===== src/rtl/spi_sram_responder.sv =====
// SPI/SQI serial-SRAM responder (23LC1024 READ/WRITE/EQIO/RSTIO subset, sequential mode, mode 0)
// serving a byte-wide synchronous backing memory.
module spi_sram_responder #(
    parameter int unsigned ADDR_BITS   = 17,
    parameter int unsigned SYNC_STAGES = 2
) (
    input  logic                 clock,
    input  logic                 resetb,
    input  logic                 sck,
    input  logic                 cs_n,
    input  logic [3:0]           sio_in,
    output logic [3:0]           sio_out,
    output logic [3:0]           sio_oe,
    output logic [ADDR_BITS-1:0] mem_addr,
    output logic [7:0]           mem_wdata,
    output logic                 mem_we,
    output logic                 mem_re,
    input  logic [7:0]           mem_rdata,
    output logic                 quad_mode
);

    localparam int unsigned CNT_W = 5;

    typedef enum logic [2:0] {
        ST_CMD,
        ST_ADDR,
        ST_DUMMY,
        ST_RDATA,
        ST_WDATA,
        ST_IGNORE
    } state_t;

    // Input synchronizers; cs_n resets to deselected.
    logic [SYNC_STAGES-1:0] sck_sync;
    logic [SYNC_STAGES-1:0] cs_sync;
    logic [3:0]             sio_sync [SYNC_STAGES];
    logic                   sck_d;

    always_ff @(posedge clock or negedge resetb) begin
        if (!resetb) begin
            sck_sync <= '0;
            cs_sync  <= '1;
            sck_d    <= 1'b0;
            for (int i = 0; i < int'(SYNC_STAGES); i++) begin
                sio_sync[i] <= 4'h0;
            end
        end else begin
            sck_sync[0] <= sck;
            cs_sync[0]  <= cs_n;
            sio_sync[0] <= sio_in;
            for (int i = 1; i < int'(SYNC_STAGES); i++) begin
                sck_sync[i] <= sck_sync[i-1];
                cs_sync[i]  <= cs_sync[i-1];
                sio_sync[i] <= sio_sync[i-1];
            end
            sck_d <= sck_sync[SYNC_STAGES-1];
        end
    end

    logic       sck_s;
    logic       cs_s;
    logic [3:0] sio_s;
    logic       sck_rise;
    logic       sck_fall;

    assign sck_s    = sck_sync[SYNC_STAGES-1];
    assign cs_s     = cs_sync[SYNC_STAGES-1];
    assign sio_s    = sio_sync[SYNC_STAGES-1];
    assign sck_rise = sck_s & ~sck_d;
    assign sck_fall = ~sck_s & sck_d;

    state_t               state, state_n;
    logic [CNT_W-1:0]     cnt, cnt_n;
    logic [23:0]          rx_sh, rx_n;
    logic [7:0]           tx_sh, tx_n;
    logic [7:0]           pf_byte, pf_n;
    logic                 rd_valid, rd_valid_n;
    logic                 is_read, is_read_n;
    logic                 quad_n;
    logic [3:0]           sio_out_n, sio_oe_n;
    logic [ADDR_BITS-1:0] addr_n;
    logic [7:0]           wdata_n;
    logic                 we_n, re_n;

    logic [CNT_W-1:0] step;
    logic [CNT_W-1:0] cnt_inc;
    logic [23:0]      rx_shift;

    assign step     = quad_mode ? CNT_W'(4) : CNT_W'(1);
    assign cnt_inc  = CNT_W'(cnt + step);
    assign rx_shift = quad_mode ? {rx_sh[19:0], sio_s} : {rx_sh[22:0], sio_s[0]};

    always_ff @(posedge clock or negedge resetb) begin
        if (!resetb) begin
            state     <= ST_CMD;
            cnt       <= '0;
            rx_sh     <= '0;
            tx_sh     <= '0;
            pf_byte   <= '0;
            rd_valid  <= 1'b0;
            is_read   <= 1'b0;
            quad_mode <= 1'b0;
            sio_out   <= 4'h0;
            sio_oe    <= 4'h0;
            mem_addr  <= '0;
            mem_wdata <= '0;
            mem_we    <= 1'b0;
            mem_re    <= 1'b0;
        end else begin
            state     <= state_n;
            cnt       <= cnt_n;
            rx_sh     <= rx_n;
            tx_sh     <= tx_n;
            pf_byte   <= pf_n;
            rd_valid  <= rd_valid_n;
            is_read   <= is_read_n;
            quad_mode <= quad_n;
            sio_out   <= sio_out_n;
            sio_oe    <= sio_oe_n;
            mem_addr  <= addr_n;
            mem_wdata <= wdata_n;
            mem_we    <= we_n;
            mem_re    <= re_n;
        end
    end

    logic [7:0] byte_sel;

    always_comb begin
        state_n    = state;
        cnt_n      = cnt;
        rx_n       = rx_sh;
        tx_n       = tx_sh;
        pf_n       = pf_byte;
        rd_valid_n = mem_re;
        is_read_n  = is_read;
        quad_n     = quad_mode;
        sio_out_n  = sio_out;
        sio_oe_n   = sio_oe;
        addr_n     = mem_addr;
        wdata_n    = mem_wdata;
        we_n       = 1'b0;
        re_n       = 1'b0;
        byte_sel   = tx_sh;

        // Memory read data lands in the prefetch buffer one cycle after mem_re.
        if (rd_valid) begin
            pf_n = mem_rdata;
        end
        if (mem_we) begin
            addr_n = mem_addr + ADDR_BITS'(1);
        end

        if (cs_s) begin
            state_n   = ST_CMD;
            cnt_n     = '0;
            sio_oe_n  = 4'h0;
            sio_out_n = 4'h0;
        end else begin
            case (state)
                ST_CMD: begin
                    if (sck_rise) begin
                        rx_n = rx_shift;
                        if (cnt_inc == CNT_W'(8)) begin
                            cnt_n = '0;
                            case (rx_shift[7:0])
                                8'h03: begin
                                    is_read_n = 1'b1;
                                    state_n   = ST_ADDR;
                                end
                                8'h02: begin
                                    is_read_n = 1'b0;
                                    state_n   = ST_ADDR;
                                end
                                8'h38: begin
                                    quad_n  = 1'b1;
                                    state_n = ST_IGNORE;
                                end
                                8'hFF: begin
                                    quad_n  = 1'b0;
                                    state_n = ST_IGNORE;
                                end
                                default: state_n = ST_IGNORE;
                            endcase
                        end else begin
                            cnt_n = cnt_inc;
                        end
                    end
                end
                ST_ADDR: begin
                    if (sck_rise) begin
                        rx_n = rx_shift;
                        if (cnt_inc == CNT_W'(24)) begin
                            cnt_n  = '0;
                            addr_n = rx_shift[ADDR_BITS-1:0];
                            if (is_read) begin
                                re_n    = 1'b1;
                                state_n = quad_mode ? ST_DUMMY : ST_RDATA;
                            end else begin
                                state_n = ST_WDATA;
                            end
                        end else begin
                            cnt_n = cnt_inc;
                        end
                    end
                end
                ST_DUMMY: begin
                    if (sck_rise) begin
                        if (cnt_inc == CNT_W'(8)) begin
                            cnt_n   = '0;
                            state_n = ST_RDATA;
                        end else begin
                            cnt_n = cnt_inc;
                        end
                    end
                end
                ST_RDATA: begin
                    // Byte boundary: take the prefetched byte and fetch the following one.
                    if (sck_fall) begin
                        cnt_n    = (cnt_inc == CNT_W'(8)) ? '0 : cnt_inc;
                        sio_oe_n = quad_mode ? 4'b1111 : 4'b0010;
                        if (cnt == '0) begin
                            byte_sel = pf_byte;
                            addr_n   = mem_addr + ADDR_BITS'(1);
                            re_n     = 1'b1;
                        end
                        if (quad_mode) begin
                            sio_out_n = byte_sel[7:4];
                            tx_n      = {byte_sel[3:0], 4'h0};
                        end else begin
                            sio_out_n = {2'b00, byte_sel[7], 1'b0};
                            tx_n      = {byte_sel[6:0], 1'b0};
                        end
                    end
                end
                ST_WDATA: begin
                    if (sck_rise) begin
                        rx_n = rx_shift;
                        if (cnt_inc == CNT_W'(8)) begin
                            cnt_n   = '0;
                            wdata_n = rx_shift[7:0];
                            we_n    = 1'b1;
                        end else begin
                            cnt_n = cnt_inc;
                        end
                    end
                end
                default: begin
                end
            endcase
        end
    end

endmodule


===== config.mk =====
export PLATFORM = sky130hd
export DESIGN_NAME = spi_sram_responder
export DESIGN_NICKNAME = d
export VERILOG_FILES = /design/src/rtl/spi_sram_responder.sv
export SDC_FILE = /design/constraint.sdc
export NUM_CORES = 1
export LEC_CHECK = 0
export BUFFER_PORTS_ARGS = -buffer_cell sky130_fd_sc_hd__buf_4
export CAP_MARGIN = 10
export CELL_PAD_IN_SITES_DETAIL_PLACEMENT = 0
export CELL_PAD_IN_SITES_GLOBAL_PLACEMENT = 1
export CORE_MARGIN = 1.5
export CORE_UTILIZATION = 49
export CTS_BUF_LIST = sky130_fd_sc_hd__clkbuf_8 sky130_fd_sc_hd__clkbuf_16
export CTS_CLUSTER_SIZE = 25
export DETAILED_ROUTE_END_ITERATION = 7
export PLACE_DENSITY_LB_ADDON = 0.1
export SLEW_MARGIN = 10
export SYNTH_ARGS = -nofsm -noshare
export SYNTH_HDL_FRONTEND = slang
export SYNTH_SLANG_ARGS = --single-unit
export TNS_END_PERCENT = 100

===== constraint.sdc =====
create_clock -name clock -period 7.24 [get_ports clock]
set_clock_uncertainty 0.1 [all_clocks]
set_input_delay 1.448 -clock clock [delete_from_list [all_inputs] [get_ports clock]]
set_output_delay 1.448 -clock clock [all_outputs]
set_load 0.02 [all_outputs]

==> results of run 1 <==
## routing by layer
metal / share of wire / GRT usage / wire, um
met3: 0.046 / 0.0326 / 471
met5: 0 / 0 / 0
met4: 0.016 / 0.0846 / 160
met1: 0.50 / 0.337 / 5100
met2: 0.44 / 0.329 / 4500
## cell type report
| type | instances | area, um2 |
|---|---|---|
| Sequential cell | 88 | 2200 |
| Timing Repair Buffer | 53 | 398 |
| Fill cell | 780 | 3700 |
| Tap cell | 108 | 135 |
| Clock inverter | 6 | 45.0 |
| Inverter | 9 | 33.8 |
| Clock buffer | 10 | 138 |
| Multi-Input combinational cell | 311 | 2150 |
## cell usage in the layout, fill, tap and decap left out, types with 2 or more instances in the layout
| master | n |
|---|---|
| dfrtp_1 | 86 |
| buf_4 | 53 |
| nand2_1 | 46 |
| nor2_1 | 39 |
| mux2_2 | 36 |
| mux2i_1 | 25 |
| a21oi_1 | 16 |
| o21ai_0 | 14 |
| nand3_1 | 13 |
| nor3_1 | 13 |
| inv_1 | 10 |
| xor2_1 | 10 |
| clkbuf_8 | 10 |
| nor4_1 | 9 |
| o221ai_1 | 8 |
| a31oi_1 | 7 |
| xnor2_1 | 6 |
| a21o_1 | 4 |
| nand2b_1 | 4 |
| nand4_1 | 4 |
| or2_2 | 4 |
| ha_1 | 4 |
| and3_1 | 3 |
| o32ai_1 | 3 |
| nand3b_1 | 2 |
| o21a_1 | 2 |
| or3_1 | 2 |
| and3b_1 | 2 |
| o2111ai_1 | 2 |
| o22ai_1 | 2 |
| o211ai_1 | 2 |
| a41o_1 | 2 |
| clkinv_4 | 2 |
| clkinvlp_4 | 2 |
| dfstp_2 | 2 |
## metrics by stage
| step | hold slack (ns) | power (W) | std cells | cell area [um2] | worst slack, ns |
|---|---|---|---|---|---|
| floorplan | 0.231 | 0.000597 | 432 | 4490 | 3.95 |
| global placement | 0.231 | 0.000641 | 569 | 4920 | 4.06 |
| detailed placement | 0.240 | 0.000643 | 569 | 4920 | 4.01 |
| CTS | 0.260 | 0.000959 | 585 | 5100 | 3.98 |
| global route | 0.271 | 0.000994 | 585 | 5100 | 3.69 |
| finish | 0.257 | 0.000950 | 585 | 5100 | 3.93 |
## worst max-delay path, stage by stage (launching register included)
cell and delay, ns:
dfrtp_1 0.35, buf_4 0.36, ha_1 0.35, xor2_1 0.19, or4_4 0.45, or2_1 0.34
nor3_1 0.84, nand2_1 0.13, o31ai_1 0.11
## Yosys cell counts (all sizes together), types with 3 or more instances
cell type,count,share of area
o221ai,8,0.016
nand4,4,0.0056
nand2,46,0.038
or2,5,0.0070
nand2b,4,0.0056
o32ai,3,0.0059
mux2i,25,0.056
clkbuf,17,0.014
nor4,9,0.013
and3,3,0.0042
o21ai,15,0.017
xor2,10,0.020
a21oi,16,0.018
xnor2,6,0.012
nand3,13,0.014
dfrtp,86,0.48
buf,7,0.0084
a21o,4,0.0067
nor2,41,0.037
a31oi,7,0.0098
nor3,15,0.020
ha,4,0.011
mux2,37,0.093
inv,9,0.0075
## flip-flops by register name, summed over array words and instances (netlist names), 2 cells and up
register   flops
mem_wdata      8
sio_sync       4
tx_sh          7
state          3
sio_s          4
sio_oe         2
rx_sh         16
sio_out        4
mem_addr      17
cs_sync        2
cnt            5
sck_sync       2
pf_byte        8
## report_power, final
group          internal (W)  switching, W
clock network      0.000135      0.000181
logic             0.0000384     0.0000562
registers          0.000513     0.0000262
## cell families (layout without fill, tap and decap cells)
kind of cell             after synthesis  after routing  synth area share
AND/OR/NAND/NOR                      152            152             0.165
XOR/XNOR                              16             16            0.0312
buffers and inverters                 33             78            0.0304
flip-flops                            88             88             0.491
AO/OA/AOI/OAI                         76             76             0.120
adder cells (fa/ha/maj)                5              5            0.0134
multiplexers                          62             62             0.149
## worst max path at each step
stage | from | endpoint | slack (ns) | cells past startpoint
floorplan | quad_mode | mem_addr[7] | 3.95 | 10
global placement | quad_mode | mem_addr[10] | 4.06 | 8
detailed placement | quad_mode | mem_addr[12] | 4.01 | 8
CTS | quad_mode | mem_addr[12] | 3.98 | 8
global route | quad_mode | mem_addr[5] | 3.69 | 8
finish | quad_mode | mem_addr[5] | 3.93 | 8
==> impl_metrics.py, run 1 <==
metrics = {
    "layout": {
        "syn_to_final_growth_pct": 13.7,
        "n_antenna_cell": 0,
        "nets": 492,
        "drive_gt1_frac": 0.247,
        "final_core_util": 0.579,
    },
    "worst_setup_path": {
        "r2r_cells": 8,
        "reg2reg_slack_ns": 3.93,
        "crit_required_ns": 7.41,
        "cp-start-kind": "flip-flop",
        "critPathCaptureType": "flip-flop",
        "crit_fanout": 29,
        "critical_path_arrival_ns": 3.48,
        "r2r_end": "mem_addr[5]",
        "critical_path_class": "reg -> reg",
        "reg2reg_from": "quad_mode",
    },
    "synthesis": {
        "synth_edf_count": 0,
        "synth_ff_type": "dfrtp_1",
        "synthArstFlopShare": 1.00,
        "seq_area_frac_synth": 0.491,
        "syn_area_um2": 4490,
        "synthCells": 432,
        "syn_nets": 452,
        "avgSynthCellArea_um2": 10.4,
        "yosys_warnings": 0,
        "ys_types": 63,
        "ys_ff_latch": 88,
    },
    "timing": {
        "rsz0062_at_grt": "no",
        "tns_ns": 0,
        "max_freq_ghz": 0.302,
        "slew_headroom": 0.331,
        "fin_crit_sh": 0.457,
        "slew_viol_final": 0,
        "setup_violations": 0,
        "worst_slew_pin_slew_ns": 0.995,
        "min_period_ns": 3.31,
        "hold_viol": 0,
    },
    "route": {
        "wl_um": 10200,
        "vias": 3427,
        "drtAntennaViolNets": 0,
        "dr.pass1.iters": 8,
        "wl_per_cell_um": 17.5,
        "drt_iter0_drc": 191,
        "routed_via_density": 5.86,
        "drc_errors": 3,
    },
    "placed_design": {
        "hpwlAfterDp_um": 7330,
        "io_buffer_count": 51,
        "place_congestion": 0.838,
    },
    "clocking": {
        "clkSinkCount": 88,
        "postCtsSetupRepairBufs": 0,
        "cts-hold-fix-buffers": 0,
        "cts_tree": "done",
        "htreeDepth": 3,
        "post_cts_resized": 0,
        "insertion_delay_ns": 0.36,
        "clockBufferDepth": 2,
        "clock-root-buffer": "clkbuf_8",
        "cts_buffers": 9,
        "clk_pin_slew_ns": 0.09,
    },
    "die": {
        "std_cell_rows": 34,
        "die_h_um": 98.7,
        "ioPinCount": 52,
        "die-area_um2": 9740,
        "die_w_um": 98.7,
        "initial_core_util": 0.510,
        "core-area_um2": 8810,
    },
    "global_route": {
        "grt_max_degree": 47,
        "grt_overflow": 0,
        "grt_pass1_wl_um": 17100,
        "grt_pass1_vias": 3238,
        "antenna_found_initial": 0,
        "grt_use_total": 0.224,
    },
    "power": {
        "leakage_nw": 2.32,
        "vdd_drop_max_v": 0.000108,
        "power.density_nw_per_um2": 186,
    },
    "flow_run": {
        "drv_cap": 0,
    },
    "worst_hold_path": {
        "min_from": "sio_sync[7]",
        "whs_endpoint": "sio_s[3]",
        "hold_path_depth": 0,
        "hold_path_class": "reg -> reg",
    },
    "outcome": {
        "violations": "DRC",
        "status": "finished, violations left",
    },
}
Power figures use the tool's default switching activity.
==> inputs of run 2 (changes only) <==
--- a/config.mk
+++ b/config.mk
@@ -10,7 +10,7 @@
 export CELL_PAD_IN_SITES_DETAIL_PLACEMENT = 0
 export CELL_PAD_IN_SITES_GLOBAL_PLACEMENT = 1
 export CORE_MARGIN = 1.5
-export CORE_UTILIZATION = 49
+export CORE_UTILIZATION = 41
 export CTS_BUF_LIST = sky130_fd_sc_hd__clkbuf_8 sky130_fd_sc_hd__clkbuf_16
 export CTS_CLUSTER_SIZE = 25
 export DETAILED_ROUTE_END_ITERATION = 7
==> constraint.sdc (replaced) <==
create_clock -name clock -period 2.75 [get_ports clock]
set_clock_uncertainty 0.1 [all_clocks]
set_input_delay 0.55 -clock clock [delete_from_list [all_inputs] [get_ports clock]]
set_output_delay 0.55 -clock clock [all_outputs]
set_load 0.02 [all_outputs]
==> run 2 against run 1 <==
The flow now finishes without violations; utilization down 6.4 points; non-clock buffer count up 34; global-route usage shrank 1.2 points; sequential cell count stayed put; critical endpoint is now mem_wdata[5]; highest routed layer unchanged.
==> impl_metrics.py, run 2 (synthesis results as in run 1) <==
metrics = {
    "outcome": {
        "status": "completed",
    },
    "timing": {
        "min_period_ns": 2.73,
        "setup_violations": 0,
        "rsz0062_at_grt": "yes",
        "fin_crit_sh": 0.992,
        "max_freq_ghz": 0.367,
        "hold_viol": 0,
        "slew_viol_final": 0,
        "worst_slew_pin_slew_ns": 0.658,
        "slew_headroom": 0.557,
    },
    "die": {
        "ioPinCount": 52,
        "die_h_um": 108,
        "die_w_um": 108,
        "die-area_um2": 11600,
        "std_cell_rows": 38,
        "initial_core_util": 0.418,
        "core-area_um2": 10700,
    },
    "global_route": {
        "grt_use_total": 0.212,
        "grtUsageMet2": 0.320,
        "grt_pass1_wl_um": 18500,
        "grtUsageMet1": 0.299,
        "antenna_found_initial": 0,
        "met3_usage": 0.0593,
        "grt_overflow": 0,
        "busiest_layer": "met2",
        "grt_pass1_vias": 3502,
        "grt_max_degree": 47,
    },
    "placed_design": {
        "place_congestion": 0.821,
        "dp.cells": 629,
        "io_buffer_count": 51,
        "hpwlAfterDp_um": 8190,
        "post_dp_cell_area_um2": 5240,
    },
    "clocking": {
        "cts_buffers": 9,
        "clkSinkCount": 88,
        "insertion_delay_ns": 0.38,
        "htreeDepth": 3,
        "clockBufferDepth": 2,
        "cts_tree": "done",
        "clock-root-buffer": "clkbuf_8",
        "clk_pin_slew_ns": 0.09,
    },
    "layout": {
        "largestRegisters": "mem_addr (17), rx_sh (16)",
        "nets": 526,
        "drive_gt1_frac": 0.319,
        "n_antenna_cell": 0,
        "regMostFlops": "mem_addr",
        "final_common_cell": "dfrtp_1",
        "syn_to_final_growth_pct": 23.4,
        "design_area_um2": 5540,
        "largest_reg_flops": 17,
        "fin_cells": 651,
        "layout_common_cells": "85 x dfrtp_1, 83 x buf_4, 46 x nand2_1",
    },
    "worst_setup_path": {
        "crit_fanout": 9,
        "critPathTopFamily": "simple AND/OR/NAND/NOR gates",
        "reg2reg_slack_ns": 0.02,
        "r2r_cells": 9,
        "critPathCaptureType": "flip-flop",
        "crit_buf_inv": 3,
        "cp-start-kind": "flip-flop",
        "worst-path-stages": 9,
        "crit_chain": "inv_6 > ha_4 > ha_4 > or4_4 > or2_4 > buf_6 > nor3_4 > buf_12 > mux2_2",
        "r2r_end": "mem_wdata[5]",
        "critPathMaxStageDelay_ns": 0.52,
        "crit_required_ns": 2.91,
        "cpMostUsedCell": "ha_4",
        "reg2reg_from": "quad_mode",
        "critPathSlowestCell": "or4_4",
        "critical_path_arrival_ns": 2.89,
        "critical_path_class": "reg -> reg",
    },
    "worst_hold_path": {
        "hold_path_class": "in -> reg",
        "whs_endpoint": "sio_sync[4]",
        "min_from": "sio_in[0]",
        "hold_path_depth": 1,
    },
    "route": {
        "wl_um": 11300,
        "routed_via_density": 5.43,
        "wl_per_cell_um": 17.3,
        "vias": 3533,
        "drc_errors": 0,
        "drt_iter0_drc": 131,
        "drtAntennaViolNets": 0,
        "dr.pass1.iters": 4,
    },
    "power": {
        "switchingPower_w": 0.000707,
        "leakage_nw": 2.51,
        "pwr-share-clk": 0.329,
        "intPower_w": 0.00182,
        "switching_share": 0.280,
        "vdd_drop_max_v": 0.000403,
        "seq_power_share": 0.560,
        "combPwrFrac": 0.111,
        "power.density_nw_per_um2": 456,
        "power_w": 0.00253,
    },
    "flow_run": {
        "drv_cap": 0,
    },
}
## run 2: cell types whose count changed in the layout (fill, tap and decap cells not counted), moves of 2 or more
cell     previous run  this run
buf_12              0         2
buf_4              53        83
ha_1                4         1
ha_4                0         3
mux2_2             36        32
mux2_4              0         4
nor3_1             13        11
nor3_2              1         3
o32ai_1             3         1
o32ai_2             0         2
## run 2: through the flow
step	hold slack [ns]	utilization	TNS [ns]	worst slack, ns
5_1_grt	0.144	0.515	-0.108	-0.0318
4_1_cts	0.147	0.512	0	0.0236
2_1_floorplan	0.154	-	-1.07	-0.152
3_3_place_gp	0.233	0.488	-0.566	-0.0954
3_5_place_dp	0.236	0.488	-1.14	-0.170
6_report	0.176	0.515	0	0.0218
## run 2: what timing repair did
item / CTS / global route
buffers inserted: 4 / 1
resized for setup: 7 / 4
pin swaps: 0 / 1
hold buffers: 1 / 0
gates cloned: 0 / 0
endpoints found under the setup margin: 14 / 9
hold endpoints to repair: 16 / 0
## run 2: worst max-delay path by stage
stage	startpoint	end	slack, ns
4_1_cts	quad_mode	mem_wdata[1]	0.02
3_5_place_dp	quad_mode	mem_addr[0]	-0.17
2_1_floorplan	quad_mode	mem_addr[7]	-0.15
3_3_place_gp	quad_mode	mem_addr[14]	-0.1
5_1_grt	quad_mode	mem_wdata[5]	-0.03
6_report	quad_mode	mem_wdata[5]	0.02
## run 2: area by class of cell
type / instances / area (um2)
Clock inverter: 6 / 37.5
Multi-Input combinational cell: 311 / 2260
Clock buffer: 10 / 138
Sequential cell: 88 / 2210
Tap cell: 140 / 175
Inverter: 9 / 38.8
Timing Repair Buffer: 87 / 684
Fill cell: 1023 / 5210
## run 2: power groups by stage
stage	sequential, W	clock [W]	combinational (W)
floorplan	0.00142	0	0.000160
global placement	0.00144	0	0.000275
detailed placement	0.00144	0	0.000276
CTS	0.00141	0.000866	0.000280
global route	0.00142	0.000912	0.000318
finish	0.00142	0.000831	0.000280
## run 2: metal layers
layer,vias to the layer above,routed length [um]
met2,80,5110
li1,1705,-
met3,15,701
met1,1733,5300
met4,0,178
met5,-,0
